===== src/rtl/toggle_decoder.sv =====
// Toggle-encoded event decoder: turns level changes on t_in into pulses, a
// saturating event count, and period measurements with a valid/ready handoff.
//
// state   | meaning
// IDLE    | no event seen since reset/clear
// ACTIVE  | events arriving; each event closes one period measurement
// STALLED | no event for TIMEOUT cycles; next event restarts timing
module toggle_decoder #(
  parameter int CNT_W   = 8,
  parameter int PER_W   = 16,
  parameter int TIMEOUT = 1000
) (
  input  logic             clk,
  input  logic             rst,
  input  logic             t_in,
  input  logic             clr,
  output logic             level,
  output logic             pulse,
  output logic [CNT_W-1:0] cnt,
  output logic [PER_W-1:0] per_data,
  output logic             per_valid,
  input  logic             per_ready,
  output logic             ovf,
  output logic             timeout
);

  typedef enum logic [1:0] {
    IDLE    = 2'd0,
    ACTIVE  = 2'd1,
    STALLED = 2'd2
  } state_t;

  localparam logic [CNT_W-1:0] CNT_MAX = '1;
  localparam logic [CNT_W-1:0] CNT_ONE = CNT_W'(1);
  localparam logic [PER_W-1:0] PER_MAX = '1;
  localparam logic [PER_W-1:0] PER_ONE = PER_W'(1);
  localparam logic [PER_W-1:0] PER_TO  = PER_W'(TIMEOUT);

  state_t           state, state_nxt;
  logic             t_q;
  logic             evt;
  logic             capture;
  logic [PER_W-1:0] per_cnt;

  assign level   = t_q;
  assign evt     = (t_in != t_q) && !rst && !clr;
  assign timeout = (state == STALLED);

  // t_q tracks t_in even through rst/clr so release never sees a stale edge
  always_ff @(posedge clk) begin
    t_q <= t_in;
  end

  always_ff @(posedge clk) begin
    if (rst || clr) state <= IDLE;
    else            state <= state_nxt;
  end

  always_comb begin
    state_nxt = state;
    capture   = 1'b0;
    case (state)
      IDLE: begin
        if (evt) state_nxt = ACTIVE;
      end
      ACTIVE: begin
        if (evt)                    capture   = 1'b1;
        else if (per_cnt == PER_TO) state_nxt = STALLED;
      end
      STALLED: begin
        if (evt) state_nxt = ACTIVE;
      end
      default: state_nxt = IDLE;
    endcase
  end

  always_ff @(posedge clk) begin
    if (rst || clr) begin
      pulse   <= 1'b0;
      cnt     <= '0;
      per_cnt <= '0;
    end else begin
      pulse <= evt;
      if (evt && (cnt != CNT_MAX)) cnt <= cnt + CNT_ONE;
      if (evt)                     per_cnt <= PER_ONE;
      else if (per_cnt != PER_MAX) per_cnt <= per_cnt + PER_ONE;
    end
  end

  // per_data is kept across clr; only rst zeroes it
  always_ff @(posedge clk) begin
    if (rst) begin
      per_data  <= '0;
      per_valid <= 1'b0;
      ovf       <= 1'b0;
    end else if (clr) begin
      per_valid <= 1'b0;
      ovf       <= 1'b0;
    end else if (capture) begin
      if (!per_valid || per_ready) begin
        per_data  <= per_cnt;
        per_valid <= 1'b1;
      end else begin
        ovf <= 1'b1;
      end
    end else if (per_valid && per_ready) begin
      per_valid <= 1'b0;
    end
  end

endmodule


===== config.mk =====
export PLATFORM = sky130hd
export DESIGN_NAME = toggle_decoder
export DESIGN_NICKNAME = d
export VERILOG_FILES = /design/src/rtl/toggle_decoder.sv
export SDC_FILE = /design/constraint.sdc
export NUM_CORES = 1
export LEC_CHECK = 0
export BUFFER_PORTS_ARGS = -buffer_cell sky130_fd_sc_hd__buf_2
export CELL_PAD_IN_SITES_DETAIL_PLACEMENT = 0
export CELL_PAD_IN_SITES_GLOBAL_PLACEMENT = 2
export CORE_MARGIN = 2
export CORE_UTILIZATION = 33
export DETAILED_ROUTE_END_ITERATION = 6
export HOLD_SLACK_MARGIN = 0.1
export MAX_ROUTING_LAYER = met4
export PLACE_DENSITY = 0.81
export RECOVER_POWER = 50
export SLEW_MARGIN = 20
export SYNTH_ARGS = -nofsm -noshare
export SYNTH_HDL_FRONTEND = slang
export SYNTH_SLANG_ARGS = --single-unit

===== constraint.sdc =====
create_clock -name clk -period 2.1 [get_ports clk]
set_input_delay 0.21 -clock clk [delete_from_list [all_inputs] [get_ports clk]]
set_output_delay 0.21 -clock clk [all_outputs]
set_load 0.005 [all_outputs]

==> key figures, run 1 <==
Status
  – Outcome: finished, final reports clean

Worst setup path
  – CP Capture Type: register
  – Crit-path slowest cell: or3b_2
  – Biggest cell delay along the critical path: 470 ps
  – Crit-path max FO: 9
  – Critical path, cell by cell: ha_1 -> nand3_2 -> nor2_1 -> or3b_2 -> a21oi_1
  – Critical Path Source Type: register
  – Crit path buffers/inverters: 0
  – Worst EP required: 2320 ps
  – Setup CP Type: register to register
  – Crit path DAT: approximately 2000 ps
  – CP top delay family: simple AND/OR/NAND/NOR gates
  – R2R setup slack: 270 ps

STA
  – RSZ-0062 raised after global routing: no
  – Slew margin rel.: 67.3%
  – Final Skew: about 9.3 ps
  – Final setup fails: 0
  – Fin crit share: around 87%
  – Total negative slack: 0 ps
  – Max Slew Vio Count: 0
  – Hold Violations, Final: 0
  – Max Clock Freq: 548 MHz
  – Worst-Margin Slew: 489 ps
  – Minimum clock period after layout: approximately 1800 ps

Floorplanning
  – Die area: 0.00670 sq mm
  – Ports: 34
  – Die H: 81.9 microns
  – FP Rows: 28
  – Core Box Area: 0.00589 sq mm
  – Initial Util: 34.0%
  – Die width: 81.9 microns

Global route
  – Vias in the first global route: ~1700
  – Total gr overflow: 0
  – Largest net degree at the start of global routing: 17
  – Total GRT Usage: 15.9%
  – First-pass GRT wire length: 7960 microns
  – Initial antenna violation count: 0

Pwr
  – Clk network pwr share: 46.0%
  – Peak supply drop: 0.362 mV
  – Internal power: 0.00141 W
  – Lkg Pwr: ~0.86 nW
  – Sequential Power Share: 50.5%
  – Switching part of the total power: 19.6%
  – Combinational cell fraction of total power: 3.4%
  – Switching pwr: 0.000343 W
  – Cell Pwr Density: a little over 700 mW/mm^2

Clock network
  – Clk_lat worst skew: 300 ps
  – H-Tree Depth: 2
  – CTS clock-pin slew for the worst setup and hold paths: 90 ps
  – Clk sink count: 46
  – Maximum clock path buffer count: 2
  – CTS root buffer: clkbuf_8
  – CTS tree: built
  – Cts bufs inserted: 5

Logic synthesis
  – Unique masters post-synth: 41
  – Post-synth ARST share: 0%
  – Seq/Total Area, Yosys: 46.0%
  – Syn. warnings: 0
  – Yosys reg bits: 46
  – Mapped Nets: between 200 and 250
  – Post-synth top area share: 46.0%
  – Syn_area_per_cell: around 8.5 sq um
  – Synth top cells by count: 46 x dfxtp_1, 45 x nand2_1, 28 x a21oi_1
  – EDFF count, synth: 0
  – Largest cells by area after synthesis: dfxtp_1 46%, nand2_1 8.4%, a21oi_1 7.0%
  – Top_reg_cell synth: dfxtp_1
  – Area leader, netlist: dfxtp_1
  – Most common cell in the netlist: dfxtp_1
  – Cells after Synth: 235
  – Post-Syn Area: 0.00200 sq mm

Layout
  – Area delta synth->final: 22.1%
  – Antenna diodes: 0
  – Final Instance Area: 0.00244 sq mm
  – Layout cell share with drive strength beyond 1: 15.2%
  – Fillcell total: 634
  – Nets: 289
  – Storage cell area: 921 sq um
  – Area of the multi-input gates: approximately 1000 sq um

Placement
  – # port buffers: 33
  – Post-Place Cell Area: 0.00230 sq mm
  – GP Congestion: between 0.7 and 0.8
  – DP HPWL: 3520 microns

Route
  – Routed Antenna Nets: 0
  – Pre-antenna DRT Iters: 4
  – Vias/cell: 5.15
  – DR DRC count: 0
  – Total Routed Length: 4900 microns
  – Avg WL per Cell: 13.7 microns
  – DRT iter0 DRCs: 71
  – Routed vias: about 1800

Min path
  – Min-Delay Path Class: input port to register

Run
  – Max_cap viols: 0
-- power by group through the flow --
stage	Combinational (W)	Sequential, W	Clock (W)
after global routing	0.0000691	0.000886	0.000863
after floorplan	0.0000391	0.000904	0
after detailed placement	0.0000605	0.000905	0
after global placement	0.0000605	0.000905	0
final	0.0000604	0.000884	0.000805
after CTS	0.0000624	0.000884	0.000828
-- cells in the final DEF, fill, tap and decap left out, drive strengths merged, types with 2 or more instances in the layout --
cell type and count:
nand2 45, bufinv 2, dfxtp 46, nand4 8, and4 5, nor4 2, or3 8, buf 29
a31oi 2, nor3 5, a211oi 2, nand3 10, o211ai 2, or2 2, clkbuf 25, nor2 10
ha 3, nor2b 3, o21ai 12, mux2i 4, nor4b 4, and3 2, xnor2 2, o31ai 2
inv 6, a21oi 28
-- area by class of cell --
cell class              instances  share of cell area [%]
clock inverters                 2                    2.46
inverters                       6                   0.922
multi-input cells             173                    40.9
repair buffers                 49                    10.8
well taps                      75                    3.84
flip-flops and latches         46                    37.7
clock buffers                   6                    3.38
-- metal layers --
metal | track usage [%] | up-vias | share of wire (%)
li1 | - | 939 | -
met1 | 19.6 | 866 | 48
met2 | 26.2 | 29 | 48
met3 | 3.30 | 6 | 2.7
met4 | 4.50 | 0 | 1.1
met5 | - | - | 0
-- what timing repair did --
| action | in CTS | in global routing |
|---|---|---|
| gates resized for setup | 0 | 1 |
| hold endpoints to repair | 1 | 0 |
| hold buffers | 1 | 0 |
| setup endpoints to repair | 0 | 8 |
| setup buffers | 0 | 1 |
-- metrics by stage --
| stage | cells | utilization (%) | worst slack (ps) | total power [W] | hold WS, ps |
|---|---|---|---|---|---|
| floorplan | 235 | - | 367 | 0.000943 | 238 |
| detailed placement | 347 | 39.1 | 169 | 0.000965 | 369 |
| finish | 357 | 41.5 | 274 | 0.00175 | 183 |
| CTS | 356 | 41.7 | 137 | 0.00177 | 180 |
| global placement | 347 | 39.1 | 202 | 0.000965 | 365 |
| global route | 357 | 41.5 | 106 | 0.00182 | 182 |
-- sequential cells by signal, indices dropped and copies added (netlist names) --
name       count
level          1
state          2
ovf            1
cnt            8
per_data      16
per_valid      1
pulse          1
per_cnt       16
-- kinds of logic after synthesis --
logic type,share of synthesized area [%]
DFF,46.0
adders and majority gates,1.88
AOI/OAI and AO/OA,16.3
muxes,2.00
xor gates and xnor gates,1.31
buffers and inverters,4.25
and+or+nand+nor,28.2
-- worst paths after layout --
| kind | from | end | cells after the start |
|---|---|---|---|
| setup / recovery | per_cnt[0] | per_cnt[10] | 5 |
| setup reg to reg | per_cnt[0] | per_cnt[10] | 5 |
| hold reg to reg | per_data[13] | per_data[13] | 2 |
| hold / removal | rst | per_data[5] | 2 |
-- worst register-to-register path, stage by stage, from the launching register on --
cell     delay (ps)
dfxtp_1         420
ha_1            230
nand3_2         200
nor2_1          280
or3b_2          470
a21oi_1         140
Power figures use the tool's default switching activity.
==> inputs of run 2 (changes only) <==
==> constraint.sdc (replaced) <==
create_clock -name clk -period 1.9 [get_ports clk]
set_input_delay 0.19 -clock clk [delete_from_list [all_inputs] [get_ports clk]]
set_output_delay 0.19 -clock clk [all_outputs]
set_load 0.005 [all_outputs]
==> key figures, run 2 (synthesized netlist as in run 1, its figures left out) <==
Status
  – Outcome: finished, final reports clean

Route
  – DR DRC count: 0
  – Avg WL per Cell: ~13 microns
  – Routed vias: 1813
  – Pre-antenna DRT Iters: 4
  – Total Routed Length: between 4000 and 5000 microns
  – DRT iter0 DRCs: 85
  – Vias/cell: 5.08
  – Routed Antenna Nets: 0

STA
  – Final setup fails: 0
  – Max Slew Vio Count: 0
  – Max Clock Freq: 558 MHz
  – Final Skew: 10.9 ps
  – RSZ-0062 raised after global routing: no
  – Worst-Margin Slew: between 400 and 500 ps
  – Slew margin rel.: 68.0%
  – Fin crit share: 94.4%
  – Final Worst Setup Slack: 106 ps
  – Total negative slack: 0 ps
  – Minimum clock period after layout: around 1800 ps
  – Hold Violations, Final: 0

Placement
  – Dpl ws: slightly above 90 ps
  – DP HPWL: 3350 microns
  – GP Congestion: 0.789
  – # port buffers: 33
  – Placed Cells incl. Taps: roughly 350

Clock network
  – Clk_lat worst skew: 300 ps
  – CTS clock-pin slew for the worst setup and hold paths: approximately 90 ps
  – Post-CTS setup buffer count: 0
  – CTS root buffer: clkbuf_8
  – Maximum clock path buffer count: 2
  – H-Tree Depth: 2
  – Cts bufs inserted: 5
  – CTS tree: built
  – Clk sink count: 46

Floorplanning
  – Die width: a little over 80 microns
  – Ports: 34
  – Initial Util: 34.0%
  – Die area: 0.00670 sq mm
  – FP Rows: 28
  – Die H: 81.9 microns
  – Core Box Area: roughly 0.0059 sq mm

Layout
  – Final cell count without fillers: 357
  – Layout cell share with drive strength beyond 1: 13.8%
  – Area delta synth->final: 19.3%
  – Largest registers: per_cnt: 16 flops, per_data: 16 flops, cnt: 8 flops
  – Nets: 290
  – Fillcell total: between 600 and 700
  – Antenna diodes: 0
  – Most frequent cells in the layout: 46 x dfxtp_1, 45 x nand2_1, 28 x a21oi_1
  – Commonest non-fill, non-tap cell in the layout: dfxtp_1

Min path
  – Worst hold path endpoint: cnt[6]
  – Min-Delay Path Class: input port to register
  – Min-delay src: clr
  – WHS Path Cells: 3

Worst setup path
  – Worst EP required: 2130 ps
  – Critical Path Source Type: input port
  – CP Capture Type: register
  – Crit-path max FO: 5
  – Crit-path slowest cell: dlygate4sd3_1
  – Reg-to-Reg End: per_cnt[1]
  – Reg2reg path depth: 6
  – Crit path DAT: 2030 ps
  – Crit path buffers/inverters: 2
  – Biggest cell delay along the critical path: 540 ps
  – R2R setup slack: about 220 ps
  – Setup CP Type: input port to register
  – Critical path, cell by cell: dlygate4sd3_1 -> clkbuf_1 -> xnor2_1 -> a311o_1 -> or4_1 -> a21oi_1
  – Reg-to-Reg Start: per_cnt[1]
  – CP top delay family: buffers and inverters

Global route
  – First-pass GRT wire length: 8110 microns
  – Total GRT Usage: 16.2%
  – Vias in the first global route: about 1700
  – Total gr overflow: 0
  – Initial antenna violation count: 0
  – Largest net degree at the start of global routing: 19

Run
  – Max_cap viols: 0

Pwr
  – Peak supply drop: 0.270 mV
  – Lkg Pwr: 0.817 nW
  – Cell Pwr Density: slightly below 700 mW/mm^2
[run 2: changes by cell type in the layout (fill, tap and decap cells not counted), sizes merged]
cell,change
clkbuf,+3
buf,-2
clkinvlp,+1
bufinv,-2
[run 2: area by class of cell]
cell class                 instances  area, sq um  share of cell area (%)
multi-input combinational        173         1010                    42.2
sequential                        46          921                    38.6
timing repair buffer              50          263                    11.0
tap                               75         93.8                    3.93
clock buffer                       6         72.6                    3.04
inverter                           6         22.5                   0.943
clock inverter                     1         7.51                   0.314
[run 2: timing repair]
item,in CTS,in global routing
resized for setup,0,2
endpoints found under the setup margin,0,11
hold endpoints to repair,1,0
hold buffers,1,0
[run 2: how the worst max path moves through the flow]
stage | slack [ps] | end | cells after the start | start
after floorplan | 170 | per_cnt[1] | 6 | per_cnt[0]
after global placement | 110 | per_cnt[1] | 6 | per_cnt[1]
after detailed placement | 90 | per_cnt[1] | 6 | per_cnt[1]
after CTS | 60 | per_cnt[6] | 5 | per_cnt[1]
after global routing | 20 | cnt[5] | 6 | t_in
final | 110 | cnt[5] | 6 | t_in
[run 2: metal layers]
metal	GRT usage, %	vias to the layer above	part of all wire [%]	routed length, microns
met5	-	-	0	0
met4	5.00	0	1.3	63
met3	3.63	5	3.4	160
met2	25.2	27	46	2160
met1	21.0	839	49	2320
li1	-	942	-	-
[run 2: stage by stage]
step	util (%)	cell area (sq um)	hold WS [ps]	power [W]
3_3_place_gp	39.4	2320	345	0.00107
5_1_grt	40.6	2390	239	0.00170
2_1_floorplan	-	2000	218	0.00104
6_report	40.6	2390	198	0.00162
3_5_place_dp	39.4	2320	347	0.00107
4_1_cts	40.9	2410	191	0.00165
[run 2: power by group]
group	internal (W)	switching [W]
Combinational	0.0000251	0.0000449
Clock	0.000253	0.000325
Sequential	0.000970	0.00000580
Total	0.00125	0.000376
[run 2: tightest hold or removal path: cells and delay by family]
kind                   cells  cell delay, ps
AND/OR/NAND/NOR            1             100
buffers and inverters      1             100
multiplexers               1              60
==> inputs of run 3 (changes only) <==
--- a/config.mk
+++ b/config.mk
@@ -12,7 +12,6 @@
 export CORE_UTILIZATION = 33
 export DETAILED_ROUTE_END_ITERATION = 6
 export HOLD_SLACK_MARGIN = 0.1
-export MAX_ROUTING_LAYER = met4
 export PLACE_DENSITY = 0.81
 export RECOVER_POWER = 50
 export SLEW_MARGIN = 20
==> key figures, run 3 (synthesized netlist as in run 1, its figures left out) <==
STA
  – Fin crit share: 94.3%
  – Final setup fails: 0
  – Slew margin rel.: between 60% and 70%
  – Worst-Margin Slew: 476 ps
  – Final Skew: 11.2 ps
  – Max Slew Vio Count: 0
  – Hold_ws: 197 ps
  – Final Worst Setup Slack: 108 ps
  – Hold Violations, Final: 0
  – Total negative slack: 0 ps
  – Max Clock Freq: 558 MHz
  – Minimum clock period after layout: about 1800 ps
  – RSZ-0062 raised after global routing: no

Route
  – Vias/cell: just over 5
  – Total Routed Length: 4710 microns
  – Routed vias: 1813
  – Routed Antenna Nets: 0
  – Pre-antenna DRT Iters: 4
  – Avg WL per Cell: 13.2 microns
  – DRT iter0 DRCs: 82
  – DR DRC count: 0

Layout
  – Largest registers: per_cnt: 16 flops, per_data: 16 flops, cnt: 8 flops
  – Fillcell total: roughly 630
  – Area delta synth->final: 19.3%
  – Layout Utilization: just over 40%
  – Most frequent cells in the layout: 46 x dfxtp_1, 45 x nand2_1, 28 x a21oi_1
  – Nets: 290
  – Commonest non-fill, non-tap cell in the layout: dfxtp_1
  – Antenna diodes: 0
  – Layout cell share with drive strength beyond 1: between 10% and 20%
  – Final Instance Area: about 0.0024 sq mm

Pwr
  – Lkg Pwr: 0.817 nW
  – Cell Pwr Density: 680 mW/mm^2
  – Peak supply drop: approximately 0.27 mV

Global route
  – Vias in the first global route: 1678
  – Initial antenna violation count: 0
  – First-pass GRT wire length: 8110 microns
  – Total gr overflow: 0
  – Total GRT Usage: around 16%
  – Largest net degree at the start of global routing: 19

Run
  – Max_cap viols: 0

Worst setup path
  – Critical Path Source Type: input port
  – CP Capture Type: register
  – Crit-path max FO: 5
  – Crit path DAT: about 2000 ps
  – Setup CP Type: input port to register
  – Worst EP required: ~2100 ps

Clock network
  – CTS clock-pin slew for the worst setup and hold paths: 90 ps
  – Clk_lat worst skew: around 300 ps
  – Cts bufs inserted: 5
  – CTS root buffer: clkbuf_8
  – CTS tree: built
  – Maximum clock path buffer count: 2
  – Post-CTS setup buffer count: 0
  – Clk sink count: 46
  – H-Tree Depth: 2

Floorplanning
  – Ports: 34
  – Core Box Area: 0.00589 sq mm
  – Die width: 81.9 microns
  – Initial Util: between 30% and 40%
  – Die area: between 0.006 and 0.007 sq mm
  – Die H: 81.9 microns
  – FP Rows: 28

Placement
  – DP HPWL: ~3300 microns
  – Dpl ws: 90.9 ps
  – # port buffers: 33
  – GP Congestion: 0.778
  – Post-Place Cell Area: between 0.002 and 0.0025 sq mm

Status
  – Outcome: finished, final reports clean

Min path
  – Min-Delay Path Class: input port to register
[run 3: critical path, cell delays in order]
cell and delay (ps):
dlygate4sd3_1 540, clkbuf_1 140, xnor2_1 200, a311o_1 400
or4_1 410, a21oi_1 140
[run 3: routing by layer]
layer  wire length [microns]  GRT usage [%]  vias up
met2                    2160           25.2       29
met4                      63           5.00        0
met5                       0              0        -
li1                        -              -      943
met3                     166           3.63        5
met1                    2320           21.0      836
[run 3: timing repair]
action / 4_1_cts / 5_1_grt
setup endpoints to repair: 0 / 11
resized for setup: 0 / 2
hold buffers: 1 / 0
endpoints found under the hold margin: 1 / 0
[run 3: final cells by class]
| class | instances | area, sq um | share of cell area, % |
|---|---|---|---|
| flip-flops and latches | 46 | 921 | 38.6 |
| clock inverters | 1 | 7.51 | 0.314 |
| clock buffers | 6 | 72.6 | 3.04 |
| repair buffers | 50 | 263 | 11.0 |
| inverters | 6 | 22.5 | 0.943 |
| well taps | 75 | 93.8 | 3.93 |
| multi-input cells | 173 | 1010 | 42.2 |
[run 3: metrics by stage]
stage | instances | power, W
global placement | 349 | 0.00107
detailed placement | 349 | 0.00107
floorplan | 235 | 0.00104
global route | 357 | 0.00170
CTS | 357 | 0.00165
finish | 357 | 0.00162
[run 3: final timing paths]
check | from | endpoint | slack [ps] | cells after the start
max | t_in | cnt[5] | 110 | 6
min | clr | cnt[6] | 200 | 3
max reg2reg | per_cnt[1] | per_cnt[1] | 220 | 6
min reg2reg | per_data[9] | per_data[9] | 450 | 2
[run 3: where the power goes]
group          switching (W)  internal [W]
Clock               0.000326      0.000253
Combinational      0.0000450     0.0000251
Sequential        0.00000579      0.000970
